[src/rtl/oled_pixel_streamer_pkg.sv]
// rtl/oled_pixel_streamer_pkg.sv - shared constants, state encoding and command ROM for the OLED pixel streamer
package oled_pixel_streamer_pkg;

    localparam int PIX_IDX_W = 13;
    localparam int PIX_W     = 16;
    localparam int CMD_BYTES = 6;

    // SSD1331 window opcodes
    localparam logic [7:0] SSD_SET_COLUMN = 8'h15;
    localparam logic [7:0] SSD_SET_ROW    = 8'h75;

    typedef enum logic [1:0] {
        ST_IDLE = 2'd0,
        ST_CMD  = 2'd1,
        ST_PIX  = 2'd2,
        ST_GAP  = 2'd3
    } oled_state_t;

    // Window command sequence sent ahead of every frame: full-panel column then row range
    function automatic logic [7:0] cmd_rom(input logic [2:0] idx,
                                           input logic [7:0] last_col,
                                           input logic [7:0] last_row);
        logic [7:0] b;
        case (idx)
            3'd0:    b = SSD_SET_COLUMN;
            3'd1:    b = 8'h00;
            3'd2:    b = last_col;
            3'd3:    b = SSD_SET_ROW;
            3'd4:    b = 8'h00;
            3'd5:    b = last_row;
            default: b = 8'h00;
        endcase
        return b;
    endfunction

endpackage

[src/rtl/oled_pixel_streamer_if.sv]
// rtl/oled_pixel_streamer_if.sv - renderer pixel handshake plus SPI pins of the OLED streamer
interface oled_pixel_streamer_if;
    import oled_pixel_streamer_pkg::*;

    logic                 frame_begin;
    logic                 sending_pixels;
    logic                 sample_pixel;
    logic [PIX_IDX_W-1:0] pixel_index;
    logic [PIX_W-1:0]     pixel_data;
    logic                 cs;
    logic                 sdin;
    logic                 sclk;
    logic                 d_cn;

    modport master (
        output frame_begin, sending_pixels, sample_pixel, pixel_index,
        output cs, sdin, sclk, d_cn,
        input  pixel_data
    );

    modport slave (
        input  frame_begin, sending_pixels, sample_pixel, pixel_index,
        input  cs, sdin, sclk, d_cn,
        output pixel_data
    );

endinterface

[src/rtl/oled_pixel_streamer_spi_shifter.sv]
// rtl/oled_pixel_streamer_spi_shifter.sv - SPI mode 3 MSB-first shifter for 8- or 16-bit words
module oled_spi_shifter #(
    parameter int SCLK_DIV = 1
) (
    input  logic        clk,
    input  logic        resetn,
    input  logic        load,
    input  logic [15:0] word,
    input  logic        len16,
    output logic        sclk,
    output logic        sdin,
    output logic        done
);

    localparam int PW = (SCLK_DIV > 1) ? $clog2(SCLK_DIV) : 1;
    localparam logic [PW-1:0] PH_LAST = PW'(SCLK_DIV - 1);
    localparam logic [PW-1:0] PH_PRE  = PW'((SCLK_DIV >= 2) ? SCLK_DIV - 2 : 0);

    logic [14:0]   shreg;
    logic [3:0]    bits_left;
    logic [PW-1:0] phase;
    logic          busy;

    // Bit engine: each bit is a low half then a high half; a new load is accepted in the
    // final high cycle so consecutive words run back-to-back. 8-bit words sit in word[15:8].
    always_ff @(posedge clk) begin
        if (!resetn) begin
            sclk      <= 1'b1;
            sdin      <= 1'b0;
            shreg     <= '0;
            bits_left <= '0;
            phase     <= '0;
            busy      <= 1'b0;
        end else if (load) begin
            sclk      <= 1'b0;
            sdin      <= word[15];
            shreg     <= word[14:0];
            bits_left <= len16 ? 4'd15 : 4'd7;
            phase     <= '0;
            busy      <= 1'b1;
        end else if (busy) begin
            if (phase != PH_LAST) begin
                phase <= phase + 1'b1;
            end else begin
                phase <= '0;
                if (!sclk) begin
                    sclk <= 1'b1;
                end else if (bits_left == 4'd0) begin
                    busy <= 1'b0;
                end else begin
                    sclk      <= 1'b0;
                    sdin      <= shreg[14];
                    shreg     <= {shreg[13:0], 1'b0};
                    bits_left <= bits_left - 4'd1;
                end
            end
        end
    end

    // done marks the cycle before the word's final cycle, leaving the caller one cycle
    // to register its load so the next word starts with no idle bit
    assign done = busy && (bits_left == 4'd0) &&
                  (sclk ? ((SCLK_DIV >= 2) && (phase == PH_PRE)) : (SCLK_DIV == 1));

endmodule

[src/rtl/oled_pixel_streamer.sv]
// rtl/oled_pixel_streamer.sv - frame scan FSM, command ROM mux and pixel counter feeding the SPI shifter
module oled_pixel_streamer
    import oled_pixel_streamer_pkg::*;
#(
    parameter int WIDTH     = 96,
    parameter int HEIGHT    = 64,
    parameter int SCLK_DIV  = 1,
    parameter int FRAME_GAP = 16
) (
    input  logic clk,
    input  logic resetn,
    input  logic enable,
    oled_pixel_streamer_if.master bus
);

    localparam int N_PIX = WIDTH * HEIGHT;
    localparam logic [PIX_IDX_W-1:0] LAST_PIX = PIX_IDX_W'(N_PIX - 1);
    localparam logic [2:0] LAST_CMD = 3'(CMD_BYTES - 1);
    localparam logic [7:0] LAST_COL = 8'(WIDTH - 1);
    localparam logic [7:0] LAST_ROW = 8'(HEIGHT - 1);
    localparam int GW = (FRAME_GAP > 1) ? $clog2(FRAME_GAP) : 1;
    localparam logic [GW-1:0] GAP_LAST = GW'(FRAME_GAP - 1);

    oled_state_t          state;
    logic [2:0]           cmd_idx;
    logic [GW-1:0]        gap_cnt;
    logic [PIX_IDX_W-1:0] pix_idx;
    logic                 load_q;
    logic                 len16_q;
    logic                 last_loaded;
    logic                 tail;
    logic                 frame_begin_q;
    logic                 sample_q;
    logic                 sending_q;
    logic                 cs_q;
    logic                 d_cn_q;

    logic [15:0]          shift_word;
    logic                 shift_done;
    logic                 start_frame;

    // Pixel words come straight from the renderer on the load cycle; command bytes from the ROM
    assign shift_word = len16_q ? bus.pixel_data
                                : {cmd_rom(cmd_idx, LAST_COL, LAST_ROW), 8'h00};

    // enable only matters while idle or on the last gap cycle; a running frame always completes
    assign start_frame = enable &&
                         ((state == ST_IDLE) || ((state == ST_GAP) && (gap_cnt == GAP_LAST)));

    oled_spi_shifter #(.SCLK_DIV(SCLK_DIV)) u_shifter (
        .clk    (clk),
        .resetn (resetn),
        .load   (load_q),
        .word   (shift_word),
        .len16  (len16_q),
        .sclk   (bus.sclk),
        .sdin   (bus.sdin),
        .done   (shift_done)
    );

    // Frame FSM: IDLE -> CMD -> PIX -> GAP -> (CMD | IDLE), all outputs registered
    always_ff @(posedge clk) begin
        if (!resetn) begin
            state         <= ST_IDLE;
            cmd_idx       <= '0;
            gap_cnt       <= '0;
            pix_idx       <= '0;
            load_q        <= 1'b0;
            len16_q       <= 1'b0;
            last_loaded   <= 1'b0;
            tail          <= 1'b0;
            frame_begin_q <= 1'b0;
            sample_q      <= 1'b0;
            sending_q     <= 1'b0;
            cs_q          <= 1'b1;
            d_cn_q        <= 1'b0;
        end else begin
            frame_begin_q <= 1'b0;
            sample_q      <= 1'b0;
            load_q        <= 1'b0;
            if (start_frame) begin
                state         <= ST_CMD;
                frame_begin_q <= 1'b1;
                load_q        <= 1'b1;
                cs_q          <= 1'b0;
                d_cn_q        <= 1'b0;
                len16_q       <= 1'b0;
                cmd_idx       <= '0;
                pix_idx       <= '0;
                last_loaded   <= 1'b0;
                tail          <= 1'b0;
            end else begin
                case (state)
                    ST_IDLE: ;
                    ST_CMD: begin
                        if (shift_done) begin
                            load_q <= 1'b1;
                            if (cmd_idx == LAST_CMD) begin
                                state     <= ST_PIX;
                                len16_q   <= 1'b1;
                                sample_q  <= 1'b1;
                                sending_q <= 1'b1;
                                d_cn_q    <= 1'b1;
                            end else begin
                                cmd_idx <= cmd_idx + 3'd1;
                            end
                        end
                    end
                    ST_PIX: begin
                        // index advances after each load and parks on the last pixel
                        if (sample_q) begin
                            if (pix_idx == LAST_PIX) last_loaded <= 1'b1;
                            else                     pix_idx     <= pix_idx + 1'b1;
                        end
                        if (tail) begin
                            tail      <= 1'b0;
                            cs_q      <= 1'b1;
                            sending_q <= 1'b0;
                            gap_cnt   <= '0;
                            state     <= ST_GAP;
                        end else if (shift_done) begin
                            if (last_loaded) begin
                                tail <= 1'b1;
                            end else begin
                                load_q   <= 1'b1;
                                sample_q <= 1'b1;
                            end
                        end
                    end
                    ST_GAP: begin
                        if (gap_cnt == GAP_LAST) state   <= ST_IDLE;
                        else                     gap_cnt <= gap_cnt + 1'b1;
                    end
                    default: state <= ST_IDLE;
                endcase
            end
        end
    end

    assign bus.frame_begin    = frame_begin_q;
    assign bus.sample_pixel   = sample_q;
    assign bus.sending_pixels = sending_q;
    assign bus.pixel_index    = pix_idx;
    assign bus.cs             = cs_q;
    assign bus.d_cn           = d_cn_q;

endmodule

[src/flat_wrapper.sv]
// flat-port wrapper written by rule: the top's interface ports become plain ports
module oled_pixel_streamer_flat import oled_pixel_streamer_pkg::*;
#(
    parameter int WIDTH     = 96,
    parameter int HEIGHT    = 64,
    parameter int SCLK_DIV  = 1,
    parameter int FRAME_GAP = 16
)
  (clk, resetn, enable, bus_frame_begin, bus_sending_pixels, bus_sample_pixel, bus_pixel_index, bus_cs, bus_sdin, bus_sclk, bus_d_cn, bus_pixel_data);
  oled_pixel_streamer_if bus_i ();
  input  logic clk;
  input  logic resetn;
  input  logic enable;
  output wire logic [$bits(bus_i.frame_begin)-1:0] bus_frame_begin;
  output wire logic [$bits(bus_i.sending_pixels)-1:0] bus_sending_pixels;
  output wire logic [$bits(bus_i.sample_pixel)-1:0] bus_sample_pixel;
  output wire logic [$bits(bus_i.pixel_index)-1:0] bus_pixel_index;
  output wire logic [$bits(bus_i.cs)-1:0] bus_cs;
  output wire logic [$bits(bus_i.sdin)-1:0] bus_sdin;
  output wire logic [$bits(bus_i.sclk)-1:0] bus_sclk;
  output wire logic [$bits(bus_i.d_cn)-1:0] bus_d_cn;
  input wire logic [$bits(bus_i.pixel_data)-1:0] bus_pixel_data;
  assign bus_frame_begin = bus_i.frame_begin;
  assign bus_sending_pixels = bus_i.sending_pixels;
  assign bus_sample_pixel = bus_i.sample_pixel;
  assign bus_pixel_index = bus_i.pixel_index;
  assign bus_cs = bus_i.cs;
  assign bus_sdin = bus_i.sdin;
  assign bus_sclk = bus_i.sclk;
  assign bus_d_cn = bus_i.d_cn;
  assign bus_i.pixel_data = bus_pixel_data;
  oled_pixel_streamer #(.WIDTH(WIDTH), .HEIGHT(HEIGHT), .SCLK_DIV(SCLK_DIV), .FRAME_GAP(FRAME_GAP)) u_core (.clk(clk), .resetn(resetn), .enable(enable), .bus(bus_i));
endmodule
[config.mk]
export PLATFORM = sky130hd
export DESIGN_NAME = oled_pixel_streamer_flat
export DESIGN_NICKNAME = d
export VERILOG_FILES = /design/src/rtl/oled_pixel_streamer_pkg.sv /design/src/rtl/oled_pixel_streamer_if.sv /design/src/rtl/oled_pixel_streamer_spi_shifter.sv /design/src/rtl/oled_pixel_streamer.sv /design/src/flat_wrapper.sv
export SDC_FILE = /design/constraint.sdc
export NUM_CORES = 1
export LEC_CHECK = 0
export CAP_MARGIN = 0
export CORE_UTILIZATION = 47
export DETAILED_ROUTE_END_ITERATION = 10
export PLACE_DENSITY_LB_ADDON = 0.3
export SLEW_MARGIN = 20
export SYNTH_ARGS = -nofsm -noshare
export SYNTH_HDL_FRONTEND = slang
export SYNTH_HIERARCHICAL = 1
export SYNTH_SLANG_ARGS = --single-unit
export TNS_END_PERCENT = 5
[constraint.sdc]
create_clock -name clk -period 3.15 [get_ports clk]
set_input_delay 0.4725 -clock clk [delete_from_list [all_inputs] [get_ports clk]]
set_output_delay 0.4725 -clock clk [all_outputs]
set_load 0.005 [all_outputs]
After elaboration in Yosys (flattened, before gate mapping):

Cells that the tools add are included.

* flip-flop bits (word level): 53
* input bits: 19
* output and inout bits: 20
* word-level logic and storage cells: 135

* $add $sub $neg: 5
* equality and inequality tests: 19
* mux-type cells: 59
* bitwise logic cells: 4
* reduce and logical (&&, ||, !) cells: 29

Operators with widths (count)
* $mux W15: 5
* $mux W1: 35
* $mux W4: 8
* $pmux W7 S4: 1
* $mux W16: 1
* $reduce_and A5 Y1: 3
* $add A13 B1 Y13 const B: 1
* $eq A13 B13 Y1 const B: 1
* $reduce_and A3 Y1: 4
* $reduce_bool A2 Y1: 6
* $ne A2 B1 Y1 const B: 5
* $ne A3 B1 Y1 const B: 3
* $mux W2: 4
* $pmux W4 S2: 1
* $reduce_and A4 Y1: 2
* $eq A3 B2 Y1 const B: 2
* $pmux W1 S2: 3
* $pmux W2 S3: 1
* $add A4 B1 Y4 const B: 1
* $eq A2 B2 Y1 const B: 2
* $eq A4 B4 Y1 const B: 1
* $logic_and A1 B1 Y1: 4
* $logic_not A4 Y1: 1
* $ne A2 B2 Y1 const B: 2
* other kinds (14): 19

Logic depth before layout (Yosys ltp):

* depth after elaboration: 7
* gate-level depth with buffers: 10
* gate-level depth less buffers: 8

By module:

The synthesis kept the hierarchy.

Modules (own cells, without submodules)
* oled_pixel_streamer: instances 1, cells an instance 216, area each 1762.9 µm², sequential area each 600.6 µm²
* oled_spi_shifter: instances 1, cells an instance 126, area each 1034.7 µm², sequential area each 440.4 µm²

Least setup slack after synthesis:

Ideal clock, no wire load.

* path kind: register to register
* start: register u_core.u_shifter.bits_left[0]
* end: register u_core.state[0]
* setup time: 122 ps
* data arrival time: 2375 ps
* data required time: 3028 ps
* setup slack: 653 ps
* stages on the path, launching flop included: 11
* buffers on the path: 2
* period minus slack after synthesis: 2497 ps
* cells stage by stage: dfxtp_1 -> inv_1 -> ha_1 -> or3b_1 -> buf_2 -> buf_6 -> nor3b_1 -> nand3_1 -> a21oi_1 -> nand2_1 -> a311o_1

* word-level cells in the longest chain between the ends: 5

Ends and longest elaborated chain
* start: declaration: line oled_pixel_streamer_spi_shifter.sv:20 `logic [3:0] bits_left;`
* start signal: assignment: line oled_pixel_streamer_spi_shifter.sv:38 `bits_left <= len16 ? 4'd15 : 4'd7;`
* start signal: assignment: line oled_pixel_streamer_spi_shifter.sv:54 `bits_left <= bits_left - 4'd1;`
* $logic_not A4 Y1: line oled_pixel_streamer_spi_shifter.sv:62 `assign done = busy && (bits_left == 4'd0) &&`
* $logic_and A1 B1 Y1 (2 in a row): line oled_pixel_streamer_spi_shifter.sv:62
* named net u_core.shift_done: line oled_pixel_streamer.sv:39 `logic shift_done;`
* $ne A3 B1 Y1 (no line)
* $reduce_and A5 Y1 (no line)
* end signal: assignment: line oled_pixel_streamer.sv:64 `state <= ST_IDLE;`
* end signal: assignment: line oled_pixel_streamer.sv:82 `state <= ST_CMD;`
* end signal: assignment: line oled_pixel_streamer.sv:99 `state <= ST_PIX;`
* end: declaration: line oled_pixel_streamer.sv:24 `oled_state_t state;`

The timed path passes the listed nets, and every way through them passes these cells.
A chain may end at the register's enable or synchronous reset.

Final worst setup path:

Same ends and word-level chain as after synthesis.

==> impl_metrics.toml <==
[outcome]
status = "finished clean"

[route]
first_pass_iters = 5
first_iter_violations = 114
ant_nets = 0
wl_um = 6300
wl_per_cell_um = 14.2
vias = 2574
routed_via_density = 5.78
drc = 0

[yosys]
synth_area_leaders = "dfxtp_1 (37%), o21ai_0 (7.7%), ha_1 (6.3%), nand3_1 (4.7%), a21oi_1 (3.4%)"
syn-num-nets = 375
yosysSeqAreaShare_pct = 37.2
synth_top_cell_by_area = "dfxtp_1"
ys_warn_count = 6
synthMostInstantiatedCell = "dfxtp_1"
synth_edf_count = 0
yosys.cell_types.count = 51
synth_top_cells_by_count = "dfxtp_1 (52), o21ai_0 (43), nand3_1 (26)"
synth_top_area_share_pct = 37.2
synth_cells = 342
async_flop_share_pct = 0
synth-main-ff-cell = "dfxtp_1"
yosys_register_bits = 52
synthesis.area_um2 = 2800
syn-mean-instance-area_um2 = 8.18

[clock_tree]
clock-sinks = 52
cts_tree = "built"
clk_pin_slew_worst_paths_ns = 0.10
ctsResizeCount = 0
cts_hold_buffers = 0
postCtsSetupRepairBufs = 0
cts_max_path_buffers = 2
numCtsBuffers = 5
clk_latency_ns = 0.31
root_buffer = "clkbuf_8"
htreeDepth = 2

[cells_and_area]
finalNetCount = 405
drive_gt1_share_pct = 5.63
num_antenna_cells = 0
area_growth_pct = 18.8
fill_cells = 524

[critical_path]
critical-path-max-stage-delay_ns = 0.50
cp.required_ns = 3.36
cp.arrival_ns = 2.83
worstSetupPathDepth = 8
critical-path-top-delay-family = "simple AND/OR/NAND/NOR gates"
path_class = "flip-flop to flip-flop"
crit_start = "u_core/u_shifter/bits_left[0]"
ff2ff_setup_slack_ns = 0.53
crit_fanout = 6
crit_chain = "inv_1 > ha_1 > or3b_1 > nor3b_1 > nand3_1 > a21oi_1 > nand2_1 > a311o_1"
startpoint_type = "flip-flop"
regToRegStartpoint = "u_core/u_shifter/bits_left[0]"
crit_slowest_cell = "nor3b_1"
cp.buffers_inverters = 1
rr_endpoint = "u_core/state[0]"
crit_path_end = "u_core/state[0]"
r2r_cells = 8
endpoint_kind = "flip-flop"

[sta]
tightest_slew_ns = 0.809
slew_headroom_pct = 46.0
tns_ns = 0
slew_violations = 0
fin_crit_sh_pct = 83.1
skew_ns = 0.00856
max_freq_mhz = 382
hold_violations = 0
hold_slack_ns = 0.486
finalSetupViolCount = 0
fin_crit_ns = 2.62
grt_setup_unrepaired = "false"

[die]
dieArea_um2 = 6260
core_um2 = 5610
start_util_pct = 49.9
std_cell_rows = 27
die_w_um = 79.2
ioPinCount = 39
die_height_um = 79.2

[pwr]
power_leakage_nw = 1.17
vdd_ir_drop_max_mv = 0.449
p_per_area_nw_per_um2 = 573

[grt]
grt_pass1_wl_um = 10600
grt_overflow = 0
grt_max_degree = 36
grt_use_total_pct = 21.2
antenna_found_initial = 0
grt_pass1_vias = 2325

[placed_design]
numPortBuffers = 38
gp_congestion = 0.828
hpwl_um = 4300

[worst_hold_path]
hold_path_class = "flip-flop to flip-flop"

[flow_run]
maxCapViolations = 0
==> kinds of logic after synthesis <==
logic type / Yosys count / synth area share, %
multiplexers: 5 / 1.88
XOR/XNOR: 4 / 1.25
AO/OA/AOI/OAI: 108 / 23.9
flip-flops: 52 / 37.2
adder cells (fa/ha/maj): 14 / 6.26
buffers and inverters: 35 / 5.86
AND/OR/NAND/NOR: 124 / 23.6
==> cells in the final DEF, fill, tap and decap left out, types with 6 or more instances in the layout <==
master,n
and2_1,12
buf_4,6
nand4_1,10
inv_1,14
clkdlybuf4s50_1,38
a31oi_1,14
clkbuf_8,6
dfxtp_1,52
o21ai_0,43
nor2_1,21
nand2_1,20
ha_1,14
a21oi_1,19
nand3_1,26
or3_1,6
a21boi_0,6
==> state kept, by name, indices dropped and copies added, names as in the netlist <==
signal	count
u_core/bus.cs	1
u_core/bus.d_cn	1
u_core/bus.frame_begin	1
u_core/bus.pixel_index	13
u_core/bus.sample_pixel	1
u_core/bus.sending_pixels	1
u_core/cmd_idx	3
u_core/gap_cnt	4
u_core/last_loaded	1
u_core/load_q	1
u_core/state	2
u_core/tail	1
u_core/u_shifter/bits_left	4
u_core/u_shifter/busy	1
u_core/u_shifter/sclk	1
u_core/u_shifter/sdin	1
u_core/u_shifter/shreg	15
==> how the worst min path moves through the flow <==
stage	start	to	slack (ns)	cells past startpoint
global placement	u_core/u_shifter/shreg[1]	u_core/u_shifter/shreg[2]	0.47	2
floorplan	u_core/u_shifter/shreg[9]	u_core/u_shifter/shreg[10]	0.46	2
detailed placement	u_core/u_shifter/shreg[1]	u_core/u_shifter/shreg[2]	0.47	2
global route	u_core/u_shifter/shreg[1]	u_core/u_shifter/shreg[2]	0.50	2
CTS	u_core/u_shifter/shreg[1]	u_core/u_shifter/shreg[2]	0.48	2
finish	u_core/u_shifter/shreg[1]	u_core/u_shifter/shreg[2]	0.49	2
==> routing by layer <==
| layer | part of all wire, % | vias to the layer above | track usage [%] |
|---|---|---|---|
| met5 | 0 | - | 0 |
| li1 | - | 1310 | - |
| met2 | 47 | 66 | 36.1 |
| met1 | 47 | 1186 | 26.8 |
| met3 | 4.3 | 12 | 3.22 |
| met4 | 1.9 | 0 | 8.00 |
==> worst register-to-register path, delay by kind of cell, from the launching register on <==
kind | cells | cell delay, ns
flip-flops | 1 | 0.34
adder cells (fa/ha/maj) | 1 | 0.22
buffers and inverters | 1 | 0.08
AND/OR/NAND/NOR | 4 | 1.14
AO/OA/AOI/OAI | 2 | 0.75
==> final cells by class <==
type | instances | area (µm²) | area share (%)
Multi-Input combinational cell | 255 | 1590 | 47.9
Clock buffer | 6 | 82.6 | 2.48
Tap cell | 72 | 90.1 | 2.71
Clock inverter | 2 | 38.8 | 1.17
Timing Repair Buffer | 44 | 425 | 12.8
Inverter | 14 | 52.6 | 1.58
Sequential cell | 52 | 1040 | 31.3
==> report_power, final <==
group | switching (mW) | internal [mW] | total [mW]
clock network | 0.226 | 0.260 | 0.486
registers | 0.0739 | 0.745 | 0.819
logic | 0.356 | 0.243 | 0.599
total | 0.656 | 1.25 | 1.90
==> stage by stage <==
stage	setup slack, ns	std cells	cell area [µm²]	util (%)	power (mW)
CTS	0.540	445	3320	59.3	1.92
floorplan	0.653	342	2800	-	1.25
global placement	0.719	437	3200	57.1	1.40
finish	0.532	445	3320	59.3	1.90
detailed placement	0.566	437	3200	57.1	1.42
global route	0.376	445	3320	59.3	2.03
Note: power is estimated with default switching activity, not from simulation.
